## src/rtl/switch_bounce_pkg.sv

```systemverilog
// Shared types and constants for the switch bounce generator.
`timescale 1ns/1ps

package switch_bounce_pkg;

    localparam int LFSR_W = 16;
    localparam int CNT_W  = 8;
    localparam logic [LFSR_W-1:0] LFSR_TAPS = 16'hB400;

    // One-hot encoding leaves spare codes, so corrupted states can be detected.
    typedef enum logic [1:0] {
        IDLE   = 2'b01,
        BOUNCE = 2'b10
    } state_t;

    function automatic logic [CNT_W-1:0] sat_inc(input logic [CNT_W-1:0] v);
        return (v == {CNT_W{1'b1}}) ? v : v + 1'b1;
    endfunction

endpackage

```

## src/rtl/switch_bounce_gen_lfsr16.sv

```systemverilog
// 16-bit right-shifting Galois LFSR; a zero seed is replaced by 1 so it never locks up.
`timescale 1ns/1ps

module lfsr16
    import switch_bounce_pkg::*;
(
    input  logic              clk,
    input  logic              reset,
    input  logic [LFSR_W-1:0] seed,
    output logic [LFSR_W-1:0] q
);

    logic [LFSR_W-1:0] r_q;

    // NOTE: sequential state uses non-blocking assignments so every register
    // samples the values from before the edge, independent of statement order.
    always_ff @(posedge clk) begin
        if (reset) begin
            r_q <= (seed == '0) ? LFSR_W'(1) : seed;
        end else begin
            r_q <= {1'b0, r_q[LFSR_W-1:1]} ^ (r_q[0] ? LFSR_TAPS : '0);
        end
    end

    assign q = r_q;

endmodule

```

## src/rtl/switch_bounce_gen.sv

```systemverilog
// Mechanical switch emulator: clean level in, LFSR-timed contact bounce out.
// Optional feature macro: BOUNCE_STATS_EN (toggle counter on bounce_cnt).
`timescale 1ns/1ps

module switch_bounce_gen
    import switch_bounce_pkg::*;
#(
    parameter int                BOUNCE_WIN = 16,
    parameter int                MIN_GAP    = 1,
    parameter int                GAP_BITS   = 2,
    parameter logic [LFSR_W-1:0] SEED       = 16'hACE1
)(
    input  logic             clk,
    input  logic             reset,
    input  logic             tick,
    input  logic             sw_clean,
    output logic             sw_noisy,
    output logic             busy,
    output logic [CNT_W-1:0] bounce_cnt
);

    localparam logic [CNT_W-1:0] WIN_LOAD = CNT_W'(BOUNCE_WIN - 1);

    state_t            r_state, w_state_nxt;
    logic              r_sw_q;
    logic              r_target, w_target_nxt;
    logic              r_sw_noisy, w_sw_noisy_nxt;
    logic [CNT_W-1:0]  r_win_cnt, w_win_nxt;
    logic [CNT_W-1:0]  r_gap_cnt, w_gap_nxt;
    logic              w_burst_start;
    logic [LFSR_W-1:0] w_lfsr;
    logic [CNT_W-1:0]  w_gap_load;
    logic              w_unused_lfsr;

    lfsr16 u_lfsr (
        .clk   (clk),
        .reset (reset),
        .seed  (SEED),
        .q     (w_lfsr)
    );

    assign w_gap_load    = CNT_W'(MIN_GAP) + CNT_W'(w_lfsr[GAP_BITS-1:0]);
    assign w_unused_lfsr = ^w_lfsr[LFSR_W-1:GAP_BITS];

    // NOTE: every output of this block is given a default first, so no path
    // leaves a signal unassigned and no latch is inferred.
    always_comb begin
        w_state_nxt    = r_state;
        w_target_nxt   = r_target;
        w_sw_noisy_nxt = r_sw_noisy;
        w_win_nxt      = r_win_cnt;
        w_gap_nxt      = r_gap_cnt;
        w_burst_start  = 1'b0;
        case (r_state)
            IDLE, BOUNCE: begin
                if (r_sw_q != r_target) begin
                    // Input change (re)starts the burst regardless of tick.
                    w_target_nxt   = r_sw_q;
                    w_sw_noisy_nxt = ~r_sw_noisy;
                    w_win_nxt      = WIN_LOAD;
                    w_gap_nxt      = w_gap_load;
                    w_state_nxt    = BOUNCE;
                    w_burst_start  = 1'b1;
                end else if (r_state == IDLE) begin
                    w_sw_noisy_nxt = r_target;
                end else if (tick) begin
                    if (r_win_cnt == '0) begin
                        w_sw_noisy_nxt = r_target;
                        w_state_nxt    = IDLE;
                    end else begin
                        w_win_nxt = r_win_cnt - 1'b1;
                        if (r_gap_cnt <= CNT_W'(1)) begin
                            w_sw_noisy_nxt = ~r_sw_noisy;
                            w_gap_nxt      = w_gap_load;
                        end else begin
                            w_gap_nxt = r_gap_cnt - 1'b1;
                        end
                    end
                end
            end
            default: begin
                w_state_nxt    = IDLE;
                w_sw_noisy_nxt = r_target;
            end
        endcase
    end

    always_ff @(posedge clk) begin
        if (reset) begin
            r_state    <= IDLE;
            r_sw_q     <= 1'b0;
            r_target   <= 1'b0;
            r_sw_noisy <= 1'b0;
            r_win_cnt  <= '0;
            r_gap_cnt  <= '0;
        end else begin
            r_state    <= w_state_nxt;
            r_sw_q     <= sw_clean;
            r_target   <= w_target_nxt;
            r_sw_noisy <= w_sw_noisy_nxt;
            r_win_cnt  <= w_win_nxt;
            r_gap_cnt  <= w_gap_nxt;
        end
    end

    assign sw_noisy = r_sw_noisy;
    assign busy     = (r_state == BOUNCE);

`ifdef BOUNCE_STATS_EN
    logic [CNT_W-1:0] r_bounce_cnt;

    // Burst start counts its own first toggle; the forced final level only
    // counts when it actually moves sw_noisy.
    always_ff @(posedge clk) begin
        if (reset) begin
            r_bounce_cnt <= '0;
        end else if (w_burst_start) begin
            r_bounce_cnt <= CNT_W'(1);
        end else if (w_sw_noisy_nxt != r_sw_noisy) begin
            r_bounce_cnt <= sat_inc(r_bounce_cnt);
        end
    end

    assign bounce_cnt = r_bounce_cnt;
`else
    assign bounce_cnt = '0;
`endif

endmodule

```

## config.mk

```make
export PLATFORM = sky130hd
export DESIGN_NAME = switch_bounce_gen
export DESIGN_NICKNAME = d
export VERILOG_FILES = /design/src/rtl/switch_bounce_pkg.sv /design/src/rtl/switch_bounce_gen_lfsr16.sv /design/src/rtl/switch_bounce_gen.sv
export SDC_FILE = /design/constraint.sdc
export NUM_CORES = 1
export LEC_CHECK = 0
export ABC_AREA = 1
export CORE_UTILIZATION = 32
export DETAILED_ROUTE_END_ITERATION = 6
export HOLD_SLACK_MARGIN = 0.02
export PLACE_DENSITY = 0.51
export SLEW_MARGIN = 20
export SYNTH_ARGS = -nofsm -noshare
export SYNTH_HDL_FRONTEND = slang
export SYNTH_SLANG_ARGS = --single-unit
```

## constraint.sdc

```tcl
create_clock -name clk -period 2.15 [get_ports clk]
set_input_delay 0.43 -clock clk [delete_from_list [all_inputs] [get_ports clk]]
set_output_delay 0.43 -clock clk [all_outputs]
set_load 0.03 [all_outputs]
```

# Word level (Yosys, flattened, before mapping)
# Index checks and enable logic that the tools add are counted.
[op_classes]
n_mux = 20
n_reduce_logical = 9
n_eq_ne = 7
n_lt_le_gt_ge = 1
n_bitwise = 3
n_addsub = 3
[ops]
columns = ["op", "count"]
rows = [
  ["2-to-1 mux 8 bit", 9],
  ["2-to-1 mux 16 bit", 1],
  ["subtractor 8 x 1 -> 8 bit (second input constant)", 2],
  ["bitwise XOR 15 x 16 -> 16 bit", 1],
  ["less-or-equal comparator 8 x 1 -> 1 bit (second input constant)", 1],
  ["zero test 8 bit", 1],
  ["2-to-1 mux 2 bit", 4],
  ["2-to-1 mux 1 bit", 6],
  ["!= test 5 bit (second input constant)", 1],
  ["!= test 2 bit (second input constant)", 2],
  ["!= test 4 bit (second input constant)", 1],
  ["AND reduction 2 bit", 2],
  ["AND reduction 4 bit", 1],
  ["nonzero test 2 bit", 2],
  ["OR reduction 2 bit", 2],
  ["adder 1 x 2 -> 3 bit (first input constant)", 1],
  ["AND reduction 3 bit", 1],
  ["equality test 2 x 1 -> 1 bit (second input constant)", 1],
  ["equality test 2 bit (second input constant)", 1],
  ["inverter 1 bit", 2],
  ["!= test 1 bit", 1],
]
[word_totals]
inputBits = 4
out_inout_bits = 10
reg_bits = 37
word_cells = 50

# Depth between registers and ports, before layout
# Gate-level depths: netlist (run 1).
[logic_depth]
ltp_word = 7
mapped_depth = 12
ltp_nobuf = 12

# By module
# A second synthesis (run 1) with hierarchy kept.
[unflattened]
hier_cells = 332
area_unflattened_um2 = 2170.8
[by_module_without_submodules]
columns = ["mod", "seq_area_each_um2", "area_per_inst_um2", "n_inst", "cells_each"]
rows = [
  ["switch_bounce_gen", 420.4, 1566.5, 1, 249],
  ["lfsr16", 320.3, 604.3, 1, 83],
]

# Worst setup path before layout (run 1)
# Ideal clock, no wire load.
[synth_timing]
path_type = "register -> register"
startpoint = "register r_state[1]"
endpoint = "register r_win_cnt[7]"
t_arrival_ns = 1.325
synth_period_minus_slack_ns = 1.455
setup_slack_ns = 0.695
stages_incl_launch_ff = 10
setup_time_ns = 0.130
path_cell_list = "dfxtp_1 > inv_1 > ha_1 > nor2_1 > nor2_2 > nor2_8 > nand2_4 > buf_8 > a21oi_2 > nor2_1"
[synth_via]
elab_chain_len = 3
word_cells_on_any_way = 5
[synth_lines]
columns = ["item", "line", "text"]
rows = [
  ["from (decl)", "switch_bounce_gen.sv:24", "state_t r_state, w_state_nxt;"],
  ["from (signal assigned)", "switch_bounce_gen.sv:97", "r_state <= w_state_nxt;"],
  ["equality test 2 x 1 -> 1 bit / equality test 2 bit (equally long branches)", "switch_bounce_gen.sv:54, switch_bounce_gen.sv:64", ""],
  ["!= test 2 bit (no line) / OR reduction 2 bit (equally long branches)", "-", ""],
  ["AND reduction 4 bit (no line) *", "-", ""],
  ["to (signal assigned)", "switch_bounce_gen.sv:101", "r_win_cnt <= w_win_nxt;"],
  ["to (decl)", "switch_bounce_gen.sv:28", "logic [CNT_W-1:0] r_win_cnt, w_win_nxt;"],
]
# Mark *: on every way between the ends. The rest lies on a longest branch, timed or not.
# A chain may end at the register's enable or synchronous reset.

# Worst setup path in the final report (run 1)
[layout_timing]
startpoint = "register r_state[0]"
endpoint = "output busy"
[layout_via]
elab_chain_len = 1
[layout_lines]
columns = ["item", "line", "text"]
rows = [
  ["equality test 2 bit", "switch_bounce_gen.sv:107", "assign busy = (r_state == BOUNCE);"],
  ["to (decl)", "switch_bounce_gen.sv:18", "output logic busy,"],
]
# Every way passes these cells.

==> impl_metrics.ini, run 1 <==
[grt]
grt_pass1_vias = 1249
grt_max_degree = 17
antenna_found_initial = 0
gr-total-overflow = 0
grt_pass1_wl_microns = 5490
track_usage_pct = 11.6

[pwr]
power.leakage_uw = 0.000956
p_per_area_mw_per_mm2 = 1500
vdd_drop_max_mv = 0.529

[place]
port_buffers = 5
placed_area_sq_mm = 0.00192
dp_cells = 317
hpwlAfterDp_microns = 2290
gp_congestion = 0.778
pre_cts_slack_ns = 0.207

[clock_tree]
ctsHoldBuffers = 0
cts_setup_buffers = 0
numCtsBuffers = 5
cts_sinks = 37
cts-resized-gates = 0
clockBufferDepth = 2
path_clk_slew_ns = 0.07
cts_tree = built
htreeDepth = 2
root_buffer = clkbuf_8
clock_latency_ns = 0.28

[finish]
final_area_sq_mm = 0.00203
final_cells = 325
n_antenna_cell = 0
synthToLayoutAreaGrowth_pct = 11.8
nets = 264
drive_above_1_share_pct = 11.5

[drt]
vias_per_cell = 4.20
drt-total-wl_microns = 3170
routedWlPerCell_microns = 9.74
vias = 1365
remaining_drc_errors = 0
drtPass1Iterations = 4
postRouteAntennaNets = 0
first_iter_violations = 54

[logic_synthesis]
synth_area_per_cell_sq_um = 7.52
syn_inst = 242
ys_seq_area_share_pct = 40.7
ys_ff_latch = 37
netlist_area_sq_mm = 0.00182
ys.warnings.count = 0
synth_cell_types = 27

[flow_run]
drv_cap = 0

[die]
die_x_microns = 77.4
io_pins = 14
core_area_sq_mm = 0.00551
row_count = 27
start_util_pct = 33.0
die_area_sq_mm = 0.00599
die_h_microns = 77.4

[critical_path]
crit_path_cell_trace = inv_1, ha_1, clkdlybuf4s50_1
critical_path_required_ns = 1.72
path_max_fanout = 3
cp_data_arrival_time_ns = 1.51
crit_type = flop to primary output
critPathMaxStageDelay_ns = 0.66
cp-end-kind = primary output
critPathLaunchType = flop
crit_slowest_cell = clkdlybuf4s50_1

[timing]
hold_ws_ns = 0.405
finalHoldViolations = 0
fin_ws_ns = 0.210
fin_crit_ns = 1.94
period_share_pct = 90.2
rsz0062_at_grt = false
maxSlewViolCount = 0
tns_ns = 0
max_freq_mhz = 516
skew_ns = 0.00316
setup_viol = 0

[worst_hold_path]
min_path_type = flop to flop

[run_status]
status = finished clean
## final timing paths
| path | startpoint | cells after the start | endpoint | slack (ns) |
|---|---|---|---|---|
| max | r_state[0] | 3 | busy | 0.21 |
| max reg2reg | r_gap_cnt[0] | 12 | sw_noisy | 0.46 |
| min | u_lfsr.q[3] | 2 | u_lfsr.q[2] | 0.41 |
| min reg2reg | u_lfsr.q[3] | 2 | u_lfsr.q[2] | 0.41 |
## synth_stat cells
cell type   n  area (sq um)
nand2_1    41           154
xnor2_2     1          16.3
or2_2       6          37.5
a21oi_1    10          50.1
nor2_8      1          20.0
dfxtp_1    37           741
inv_1      27           101
buf_4       8          60.1
conb_1      1          3.75
ha_1        8           100
o21ai_1     3          15.0
clkbuf_1    3          11.3
a21oi_2     2          17.5
xor2_1     10          87.6
nand2_4     2          22.5
xnor2_1     1          8.76
o21ai_2     1          8.76
a211oi_2    1          12.5
buf_8       1          15.0
inv_2       1          3.75
nor2_2      3          18.8
nor2_1     49           184
clkinv_1    1          3.75
o21ai_0     9          45.0
nor2_4      1          11.3
nand3_1    11          55.1
nor3_1      3          15.0
## routing by layer
layer	routed length (microns)	track usage (%)	up-vias
met5	0	0	-
met2	1360	17.8	21
met4	24	4.53	0
met1	1690	15.4	594
li1	-	-	748
met3	94	3.18	2
## power breakdown
part | internal (uW) | switching (uW)
logic | 537 | 904
registers | 856 | 150
clock network | 348 | 246
total | 1740 | 1300
## layout make-up
cell class / instances / area (sq um)
clock buffer: 6 / 72.6
timing repair buffer: 8 / 72.6
inverter: 29 / 109
multi-input combinational: 171 / 910
clock inverter: 2 / 38.8
tap: 72 / 90.1
fill: 595 / 3470
sequential: 37 / 741
## cell families after synthesis
kind of cell / after synthesis / share of synthesized area, %
xor gates and xnor gates: 12 / 6.19
DFF: 37 / 40.7
buffers and inverters: 41 / 10.7
and+or+nand+nor: 117 / 28.5
adders and majority gates: 8 / 5.50
other: 1 / 0.206
AOI/OAI and AO/OA: 26 / 8.18
## cell usage in the layout, fill, tap and decap left out, types with 2 or more instances in the layout
| cell type | n |
|---|---|
| nor2_1 | 49 |
| nand2_1 | 41 |
| dfxtp_1 | 37 |
| inv_1 | 27 |
| nand3_1 | 11 |
| a21oi_1 | 10 |
| xor2_1 | 10 |
| o21ai_0 | 9 |
| ha_1 | 8 |
| conb_1 | 8 |
| or2_2 | 6 |
| clkbuf_8 | 5 |
| clkdlybuf4s50_1 | 5 |
| nor2_2 | 3 |
| o21ai_1 | 3 |
| nor3_1 | 3 |
| buf_4 | 3 |
| nand2_4 | 2 |
| a21oi_2 | 2 |
## stage by stage
step	utilization (%)	total power, uW
final	36.9	3040
after CTS	36.9	3080
after global routing	36.9	3350
after global placement	34.9	2470
after detailed placement	34.9	2460
after floorplan	-	2230
## critical path: cells and delay by family (launching register included)
| family | cells | cell delay, ns |
|---|---|---|
| buffers and inverters | 2 | 0.76 |
| flip-flops | 1 | 0.32 |
| adder cells (fa/ha/maj) | 1 | 0.15 |
## registers in the layout, indices dropped and copies added, names as in the netlist
name	flops
r_state	2
r_sw_q	1
r_win_cnt	8
r_target	1
u_lfsr.q	16
r_gap_cnt	8
sw_noisy	1
No activity file was read; power rests on OpenSTA's default activity.
==> run 2: changes to the inputs <==
--- a/config.mk
+++ b/config.mk
@@ -9,8 +9,9 @@
 export CORE_UTILIZATION = 32
 export DETAILED_ROUTE_END_ITERATION = 6
 export HOLD_SLACK_MARGIN = 0.02
-export PLACE_DENSITY = 0.51
+export PLACE_DENSITY = 0.5
 export SLEW_MARGIN = 20
 export SYNTH_ARGS = -nofsm -noshare
 export SYNTH_HDL_FRONTEND = slang
+export SYNTH_HIERARCHICAL = 1
 export SYNTH_SLANG_ARGS = --single-unit
==> run 2 against run 1 <==
  * The run now ends with DRC left
  * Non-clock buffer count rose by 1
  * Synthesized cell count rose by 37%
  * Clock power rose by 23%
  * Via count rose by 35%
  * Total power rose by 18%
  * Synthesized area rose by 19%
  * Critical path type unchanged
  * Critical endpoint unchanged
  * Largest cell class unchanged
==> impl_metrics.ini, run 2 <==
[run_status]
status = finished with violations
violations = DRC

[critical_path]
crit_type = flop to primary output
regToRegSetupSlack_ns = 0.33
critPathLaunchType = flop
cp_data_arrival_time_ns = 1.49
r2r_start = r_gap_cnt[0]
path_max_fanout = 3
crit_path_start = r_state[0]
cp-end-kind = primary output
critical_path_required_ns = 1.72

[drt]
routedWlPerCell_microns = 9.30
top_layer_used = met4
remaining_drc_errors = 7
wl_met3_microns = 117
vias_per_cell = 4.13
vias = 1840
first_iter_violations = 75
postRouteAntennaNets = 0
drt-total-wl_microns = 4150
wl_met2_microns = 1820
drtPass1Iterations = 7
route.layer.met1.wl_microns = 2180

[finish]
multi_input_area_sq_mm = 0.00129
drive_above_1_share_pct = 8.67
n_antenna_cell = 0
final_common_cell = nand2_1
final_cells = 446
largest_reg_flops = 16
seq_area_sq_um = 741
fillerInstances = 707
nets = 380
mostFrequentLayoutCells = 118 x nand2_1, 44 x nor2_1, 40 x conb_1
synthToLayoutAreaGrowth_pct = 14.2

[worst_hold_path]
hp-start = u_lfsr/q[5]
min_path_type = flop to flop

[timing]
max_freq_mhz = 522
finalHoldViolations = 0
fin_crit_ns = 1.92
tns_ns = 0
maxSlewViolCount = 0
skew_ns = 0.00429
period_share_pct = 89.2
rsz0062_at_grt = false
setup_viol = 0

[pwr]
p_comb_share_pct = 51.8
internal_power_uw = 1960
vdd_drop_max_mv = 0.471
pwr-share-seq_pct = 27.8
switching_power_uw = 1610
power.leakage_uw = 0.00125
clkPwrFrac_pct = 20.4
p_sw_share_pct = 45.1
p_per_area_mw_per_mm2 = 1440

[logic_synthesis]
ys_ff_latch = 37
synth.largest_area_cell = dfxtp_1
synth_common_cells = 118 x nand2_1, 44 x nor2_1, 37 x dfxtp_1
async_flop_share_pct = 0
synthFlopType = dfxtp_1
netlist_area_sq_mm = 0.00217
yosysMostFrequentCell = nand2_1
yosys-top-cells-area = dfxtp_1 34%, nand2_1 20%, nor2_1 7.6%, inv_1 6.1%, ha_1 4.6%
synth_cell_types = 27
ys.warnings.count = 6
synth_area_per_cell_sq_um = 6.54
synth_edf_count = 0
ys_seq_area_share_pct = 34.1
synth_top_area_share_pct = 34.1
syn_inst = 332

[clock_tree]
cts_setup_buffers = 0
cts-resized-gates = 0
cts_tree = built
clock_latency_ns = 0.29
clockBufferDepth = 2
ctsHoldBuffers = 0
cts_sinks = 37
numCtsBuffers = 5
htreeDepth = 2
root_buffer = clkbuf_8
path_clk_slew_ns = 0.08

[grt]
grt_pass1_vias = 1720
antenna_found_initial = 0
grt_max_degree = 20
track_usage_pct = 13.3
gr-total-overflow = 0
grt_pass1_wl_microns = 7620

[place]
gp_congestion = 0.727
port_buffers = 5
dp_cells = 438
hpwlAfterDp_microns = 2960

[die]
die_h_microns = 84.4
die_x_microns = 84.4
die_area_sq_mm = 0.00712
row_count = 29
start_util_pct = 33.6
io_pins = 14
core_area_sq_mm = 0.00646

[flow_run]
drv_cap = 0
[run 2: changes by cell type after synthesis, moves of 6 or more]
cell and delta:
xor2_1 -10, inv_1 +8, a21oi_2 +6, nand2_1 +77
[run 2: kinds of logic after synthesis]
group / after synthesis / synth area share [%]
adders and majority gates: 8 / 4.61
xor gates and xnor gates: 4 / 1.61
DFF: 37 / 34.1
other: 2 / 0.346
AOI/OAI and AO/OA: 30 / 8.59
and+or+nand+nor: 196 / 37.5
buffers and inverters: 55 / 13.2
[run 2: worst max-delay path, stage by stage (launching register included)]
cell	delay (ns)
dfxtp_1	0.33
inv_1	0.08
ha_1	0.14
clkdlybuf4s50_1	0.66
[run 2: final timing paths]
check	to	depth (start not counted)
max reg2reg	r_gap_cnt[2]	9
min	u_lfsr/q[4]	2
max	busy	3
min reg2reg	u_lfsr/q[4]	2
[run 2: area by class of cell]
class	count	area share [%]
clock buffer	5	2.77
multi-input combinational	278	51.9
tap	77	3.88
clock inverter	3	2.77
sequential	37	29.9
timing repair buffer	9	3.23
inverter	37	5.60
[run 2: through the flow]
step	power, uW	utilization, %	worst slack (ns)	hold slack (ns)	cell area (sq um)
2_1_floorplan	2610	-	0.635	0.396	2310
3_3_place_gp	2880	36.3	0.272	0.401	2340
3_5_place_dp	2880	36.3	0.260	0.406	2340
4_1_cts	3630	38.4	0.218	0.424	2480
5_1_grt	3980	38.4	0.0716	0.453	2480
6_report	3580	38.4	0.233	0.422	2480
[run 2: metal layers]
layer / global-route usage, % / vias up
li1: - / 1043
met1: 17.2 / 772
met2: 21.7 / 23
met3: 3.34 / 2
met4: 4.62 / 0
met5: 0 / -
[run 2: power by group through the flow]
stage               combinational, uW  sequential (uW)  clock, uW
floorplan                        1630              985          0
global placement                 1870             1010          0
detailed placement               1870             1010          0
CTS                              1870              994        758
global route                     2180             1020        783
finish                           1850              995        732
